$ cat config.mk
export PLATFORM = sky130hd
export DESIGN_NAME = frac_decoder_flat
export DESIGN_NICKNAME = d
export VERILOG_FILES = /design/src/rtl/frac_decoder_if.sv /design/src/rtl/frac_decoder.sv /design/src/flat_wrapper.sv
export SDC_FILE = /design/constraint.sdc
export NUM_CORES = 1
export LEC_CHECK = 0
export BUFFER_PORTS_ARGS = -buffer_cell sky130_fd_sc_hd__buf_4
export CAP_MARGIN = 30
export CORE_MARGIN = 5
export CORE_UTILIZATION = 64
export CTS_BUF_LIST = sky130_fd_sc_hd__clkbuf_2 sky130_fd_sc_hd__clkbuf_4 sky130_fd_sc_hd__clkbuf_8
export DETAILED_ROUTE_END_ITERATION = 12
export PLACE_DENSITY = 0.88
export SLEW_MARGIN = 15
export SYNTH_ARGS = -nofsm -noshare
export SYNTH_HDL_FRONTEND = slang
export SYNTH_SLANG_ARGS = --single-unit
export TNS_END_PERCENT = 1
$ cat constraint.sdc
create_clock -name clk -period 4.68 [get_ports clk]
set_input_delay 0.936 -clock clk [delete_from_list [all_inputs] [get_ports clk]]
set_output_delay 0.936 -clock clk [all_outputs]
set_load 0.02 [all_outputs]
$ cat src/rtl/frac_decoder_if.sv
// Character/display bundle for frac_decoder.
// master: upstream character source (also observes the display outputs).
// slave: the decoder itself.
interface frac_decoder_if;
    logic [7:0] fraction_in;
    logic       frac_valid;
    logic       frac_ready;
    logic [9:0] led_out;
    logic [3:0] digit;
    logic       err;
    logic [7:0] err_count;

    modport master (
        output fraction_in, frac_valid,
        input  frac_ready, led_out, digit, err, err_count
    );

    modport slave (
        input  fraction_in, frac_valid,
        output frac_ready, led_out, digit, err, err_count
    );
endinterface

$ cat src/rtl/frac_decoder.sv
// frac_decoder: accepts one ASCII digit per handshake and shows it as a
// thermometer on led_out. After each accepted digit the block refuses input
// for HOLD_CYCLES cycles. Non-digit characters are rejected with a one-cycle
// err pulse.
// Optional build macro FRAC_DECODER_ERRCNT_EN: adds a saturating 8-bit
// rejection counter on err_count; without it err_count is tied to zero.
module frac_decoder #(
    parameter int unsigned PRESET_VAL  = 0,
    parameter int unsigned HOLD_CYCLES = 50000000
) (
    input logic           clk,
    input logic           rst_n,
    frac_decoder_if.slave bus
);

    // led[k] lit for every k below the digit; bit 9 can never light for 0..9.
    function automatic logic [9:0] therm(input logic [3:0] d);
        logic [9:0] t;
        for (int k = 0; k < 10; k++) begin
            t[k] = (k < 32'(d));
        end
        return t;
    endfunction

    localparam logic [31:0] HoldLoad    = 32'(HOLD_CYCLES - 1);
    localparam logic [3:0]  PresetDigit = 4'(PRESET_VAL);
    localparam logic [9:0]  PresetLed   = therm(PresetDigit);

    typedef enum logic [1:0] {StWake, StIdle, StHold} state_t;

    state_t      state_q, state_d;
    logic [31:0] hold_cnt_q;
    logic [3:0]  digit_q;
    logic [9:0]  led_q;
    logic        err_q;
    logic        ready;
    logic        xfer;
    logic        is_digit;

    assign is_digit = (bus.fraction_in >= 8'h30) && (bus.fraction_in <= 8'h39);
    assign xfer     = bus.frac_valid && ready;

    // State register.
    always_ff @(posedge clk or negedge rst_n) begin
        if (!rst_n) begin
            state_q <= StWake;
        end else begin
            state_q <= state_d;
        end
    end

    // Next-state logic.
    always_comb begin
        state_d = state_q;
        unique case (state_q)
            StWake: state_d = StIdle;
            StIdle: if (xfer && is_digit) state_d = StHold;
            StHold: if (hold_cnt_q == 32'd0) state_d = StIdle;
            default: state_d = StWake;
        endcase
    end

    // Outputs decoded from the state register only, so ready is glitch-free.
    always_comb begin
        ready = (state_q == StIdle);
    end

    // Hold counter, digit/display registers and the rejection pulse.
    always_ff @(posedge clk or negedge rst_n) begin
        if (!rst_n) begin
            hold_cnt_q <= 32'd0;
            digit_q    <= PresetDigit;
            led_q      <= PresetLed;
            err_q      <= 1'b0;
        end else begin
            err_q <= xfer && !is_digit;
            if (xfer && is_digit) begin
                hold_cnt_q <= HoldLoad;
                // Low nibble of ASCII '0'..'9' is the digit value itself.
                digit_q    <= bus.fraction_in[3:0];
                led_q      <= therm(bus.fraction_in[3:0]);
            end else if (state_q == StHold && hold_cnt_q != 32'd0) begin
                hold_cnt_q <= hold_cnt_q - 32'd1;
            end
        end
    end

`ifdef FRAC_DECODER_ERRCNT_EN
    logic [7:0] err_cnt_q;

    // Saturating count of rejected characters.
    always_ff @(posedge clk or negedge rst_n) begin
        if (!rst_n) begin
            err_cnt_q <= 8'h00;
        end else if (xfer && !is_digit && err_cnt_q != 8'hFF) begin
            err_cnt_q <= err_cnt_q + 8'h01;
        end
    end

    assign bus.err_count = err_cnt_q;
`else
    assign bus.err_count = 8'h00;
`endif

    assign bus.frac_ready = ready;
    assign bus.digit      = digit_q;
    assign bus.led_out    = led_q;
    assign bus.err        = err_q;

endmodule

$ cat src/flat_wrapper.sv
// flat-port wrapper written by rule: the top's interface ports become plain ports
module frac_decoder_flat 
#(
    parameter int unsigned PRESET_VAL  = 0,
    parameter int unsigned HOLD_CYCLES = 50000000
)
  (clk, rst_n, bus_fraction_in, bus_frac_valid, bus_frac_ready, bus_led_out, bus_digit, bus_err, bus_err_count);
  frac_decoder_if bus_i ();
  input logic clk;
  input logic rst_n;
  input wire logic [$bits(bus_i.fraction_in)-1:0] bus_fraction_in;
  input wire logic [$bits(bus_i.frac_valid)-1:0] bus_frac_valid;
  output wire logic [$bits(bus_i.frac_ready)-1:0] bus_frac_ready;
  output wire logic [$bits(bus_i.led_out)-1:0] bus_led_out;
  output wire logic [$bits(bus_i.digit)-1:0] bus_digit;
  output wire logic [$bits(bus_i.err)-1:0] bus_err;
  output wire logic [$bits(bus_i.err_count)-1:0] bus_err_count;
  assign bus_i.fraction_in = bus_fraction_in;
  assign bus_i.frac_valid = bus_frac_valid;
  assign bus_frac_ready = bus_i.frac_ready;
  assign bus_led_out = bus_i.led_out;
  assign bus_digit = bus_i.digit;
  assign bus_err = bus_i.err;
  assign bus_err_count = bus_i.err_count;
  frac_decoder #(.PRESET_VAL(PRESET_VAL), .HOLD_CYCLES(HOLD_CYCLES)) u_core (.clk(clk), .rst_n(rst_n), .bus(bus_i));
endmodule
# Word level (Yosys, flattened, before mapping)
# Cells that the tools add are included.
word_totals:
  romBits: 0
  ramBits: 0
  regBits: 49
  latchBits: 0
  n_memories: 0
  out_inout_bits: 24
  wordCells: 38
op_classes:
  mul: 0
  reduce_logical: 11
  muxes: 5
  shift: 0
  n_addsub: 1
  div_mod_pow: 0
  eq_ne: 4
  n_lt_le_gt_ge: 12
  n_bitwise: 0
ops:
  columns: ["operator", "n"]
  rows:
  - ["$mux 32", 2]
  - ["$logic_not 32->1", 1]
  - ["$reduce_bool 32->1", 1]
  - ["$sub 32x1->32 const B", 1]
  - ["$lt 3x4->1 const A", 4]
  - ["$ge 8x6->1 const B", 1]
  - ["$le 8x6->1 const B", 1]
  - ["$lt 1x4->1 const A", 2]
  - ["$lt 2x4->1 const A", 2]
  - ["$lt 4x4->1 const A", 2]
  - ["$pmux 2 s3", 1]
  - ["$logic_and 1x1->1", 5]
  - ["$mux 2", 2]
  - ["$eq 2x1->1 const B", 1]
  - ["$eq 2x2->1 const B", 1]
  - ["$logic_not 2->1", 1]
  - ["$ne 2x1->1 const B", 1]
  - ["$ne 2x2->1 const B", 1]
  - ["$reduce_and 2->1", 1]
  - ["$reduce_bool 2->1", 1]
  - ["$logic_not 1->1", 1]

# Logic depth before layout (Yosys ltp)
depth:
  word_depth: 5
  depth_mapped: 8

# Worst setup path before layout
# OpenSTA, ideal clock, no wires.
synth_path:
  path_type: "flip-flop to flip-flop"
  from: "register u_core.hold_cnt_q[5]"
  to: "register u_core.hold_cnt_q[23]"
  setup_ns: 0.131
  path_stages_with_launch: 8
  arrival_time_ns: 2.772
  slack_ns: 1.777
  path_buffers: 2
  t_required_ns: 4.549
  cell_sequence: "dfrtp_1 -> or4_4 -> or4_4 -> buf_6 -> or4_1 -> buf_2 -> o31a_2 -> or3_1"
synth_via:
  elab_chain_cells: 3
synth_rtl:
  columns: ["element", "line_no", "rtl"]
  rows:
  - ["start: declaration", "frac_decoder.sv:32", "logic [31:0] hold_cnt_q;"]
  - ["start signal: assignment", "frac_decoder.sv:78", "hold_cnt_q <= HoldLoad;"]
  - ["start signal: assignment", "frac_decoder.sv:83", "hold_cnt_q <= hold_cnt_q - 32'd1;"]
  - ["$sub 32x1->32 or $reduce_bool 32->1 (tied branches)", "frac_decoder.sv:83, frac_decoder.sv:82", null]
  - ["$mux 32 or $logic_and 1x1->1 (tied branches)", "frac_decoder.sv:82", "end else if (state_q == StHold && hold_cnt_q != 32'd0) begin"]
  - ["$mux 32 or $reduce_bool 2->1 (tied branches)", null, null]
# Parallel ways exist; a longest one is shown, timed or not. The select of a mux whose other input is x is not followed.
# A chain may end at the register's enable or synchronous reset.

# Worst setup path in the final report
layout_path:
  from: "register u_core.hold_cnt_q[0]"
  to: "register u_core.hold_cnt_q[25]"
# The elaborated chain is that of the path after synthesis.

==> metrics.txt <==
status=finished clean; CTS Hold Bufs=0; Comb pwr share=3.8%; clock power share=37.6%; gr ovfl total=0; Global Route Usage Sum=21.2%; Num Clock Sinks=48; root buf cell=clkbuf_8; Mean Syn Cell Area=9.77 µm²; core area=approximately 0.0037 mm²; fill count=273; FF+latch count, synth=48; n_diodes=0; Placement Setup Slack=1.55 ns; clk_lat worst skew=0.30 ns; Final Util=between 70% and 80%; fin. max-slew vios=0; sw frac=22.5%; largest net degree at the start of global routing=49; sequential fraction of the synthesis area=48.2%; leading area contributor after synthesis=dfrtp_1; Post-synth top cells=dfrtp_1 (48), nand2_1 (32), o21ai_0 (16), or3_1 (16); input/output buffers=26; ys async rst share=100%; Die X=approximately 72 µm; Worst Skew=0.00784 ns; EDFF count, synth=0; Final period util=68.8%; DRT iter0 DRCs=136; Synth top area share=between 40% and 50%; Req. time, crit path=4.86 ns; crit start category=register; Netlist cell types=47; area grow syn2layout=10.7%; Power Dens Cells=roughly 260 mW/mm²; most common cell in the synthesized netlist=dfrtp_1; P_int=0.000548 W; sequential share of power=roughly three fifths; min Tclk post-route=3.22 ns; Synth warnings=0; CP max FO=19; placer congestion estimate=0.828; RSZ-0062 raised after global routing=no; Clock Path Buffers=2; cts repair resizes=0; endpoints failing setup=0; DP HPWL=3.60 mm; vias=2062; Main synth FF type=dfrtp_1; cell count after placement=317; setup bufs post-CTS=0; setup ws final=1.46 ns; hold-critical path depth=1; Cells after Synth=about 260; number of I/O pins=35; Slew Limit Headroom=34.9%; final std cells w/o fill=326; routed len/inst=16.1 µm; VDD IR-drop max=around 200 µV; Clock H-tree levels=2; Sw Pwr=0.000159 W; starting density of the core=67.0%; CTS tree=built; first-pass GRT wire length=8.89 mm; row count=22; CP endpoint kind=register; Worst R2R Path Depth=7; # nets final=~290; Mapped Area=0.00249 mm²; DRC=0; Vias per Instance=about 6.3; PnR Total Power=0.000707 W; Setup CP Type=register to register; leakage=1.07 nW; layout cells sized above 1=22.3%; most area-consuming cells after synthesis=dfrtp_1 (48%), nand2_1 (4.8%), or3_1 (4.0%); Hold Violations, Final=0; fmax=about 310 MHz; initial antenna violation count=0; Clock Pin Slew Worst Setup and Hold Paths=about 0.090 ns; WL final=5.24 mm; number of global-route vias before repair=1977; drt first pass iters=6; Die Y=about 72 µm; Worst-Margin Slew=roughly 1 ns; Num CTS Buffers=5; Worst Path Arrival=3.40 ns; Max Cap Viol=0; Setup Total Neg Slack=0 ns; remaining antenna violation count=0; DIE AREA=0.00524 mm²; Worst Hold Class=register to register
==> worst paths after layout <==
path | startpoint | slack (ns) | to
setup / recovery | u_core.hold_cnt_q[0]$_DFFE_PN0P_ | 1.46 | u_core.hold_cnt_q[25]$_DFFE_PN0P_
hold / removal | u_core.hold_cnt_q[29]$_DFFE_PN0P_ | 0.48 | u_core.hold_cnt_q[29]$_DFFE_PN0P_
setup reg to reg | u_core.hold_cnt_q[0]$_DFFE_PN0P_ | 1.46 | u_core.hold_cnt_q[25]$_DFFE_PN0P_
hold reg to reg | u_core.hold_cnt_q[29]$_DFFE_PN0P_ | 0.48 | u_core.hold_cnt_q[29]$_DFFE_PN0P_
max in group asynchronous | rst_n | 3.64 | u_core.hold_cnt_q[19]$_DFFE_PN0P_
min in group asynchronous | rst_n | 0.63 | u_core.bus.led_out[4]$_DFFE_PN0P_
==> flip-flops by register name, indices dropped and copies added (netlist names) <==
signal and count:
u_core.bus.err 1, u_core.hold_cnt_q 32, u_core.bus.led_out 10, u_core.state_q 2, u_core.bus.digit 3
==> stage by stage <==
stage / hold WS (ns) / cell area [µm²]
6_report: 0.485 / 2760
5_1_grt: 0.511 / 2760
4_1_cts: 0.492 / 2750
3_5_place_dp: 0.471 / 2660
3_3_place_gp: 0.456 / 2640
2_1_floorplan: 0.440 / 2520
==> cell usage in the layout, fill, tap and decap left out, types with 3 or more instances in the layout <==
cell type	count
a31oi_1	4
clkbuf_8	6
o21ai_0	16
nand2_1	32
or3_2	5
or4_2	7
nand3_1	8
nor4_1	7
dfrtp_1	48
o211ai_1	5
mux2i_1	5
or4_1	7
or3_1	16
buf_4	28
nor2_1	8
xor2_1	3
a21oi_1	8
or2_2	4
conb_1	8
o31ai_1	9
nor3_1	8
==> worst max-delay path: stages (launching register included) <==
cell     delay [ns]
dfrtp_1        0.43
inv_1          0.08
ha_1           0.23
or4b_2         0.61
or3_2          0.46
nor3_2         0.81
nor4_1         0.09
or3_1          0.38
==> power groups by stage <==
stage	sequential, W	combinational (W)	clock, W
global placement	0.000423	0.0000263	0
detailed placement	0.000423	0.0000267	0
CTS	0.000414	0.0000268	0.000267
finish	0.000414	0.0000266	0.000266
floorplan	0.000423	0.0000157	0
global route	0.000414	0.0000297	0.000282
==> routing by layer <==
| metal | global-route usage, % | wire (µm) |
|---|---|---|
| met5 | 0 | 0 |
| met4 | 5.33 | 36 |
| met3 | 6.51 | 342 |
| met2 | 34.3 | 2550 |
| met1 | 28.0 | 2310 |
==> final cells by class <==
| type | count | area [µm²] | area share [%] |
|---|---|---|---|
| Clock buffer | 7 | 90.1 | 3.27 |
| Clock inverter | 1 | 7.51 | 0.272 |
| Inverter | 2 | 7.51 | 0.272 |
| Multi-Input combinational cell | 190 | 1160 | 42.2 |
| Sequential cell | 48 | 1200 | 43.6 |
| Tap cell | 48 | 60.1 | 2.18 |
| Timing Repair Buffer | 30 | 226 | 8.21 |
==> cells by family (layout without fill, tap and decap cells) <==
group / count (synthesis) / count (layout) / synth area share (%)
xor+xnor: 4 / 4 / 1.41
mux: 5 / 5 / 2.01
simple gates: 117 / 117 / 27.0
compound gates: 55 / 55 / 14.6
other cells: 1 / 8 / 0.151
buf+inv: 24 / 40 / 6.08
flops: 48 / 48 / 48.2
fa+ha+maj: 1 / 1 / 0.502
Note: power is estimated with default switching activity, not from simulation.
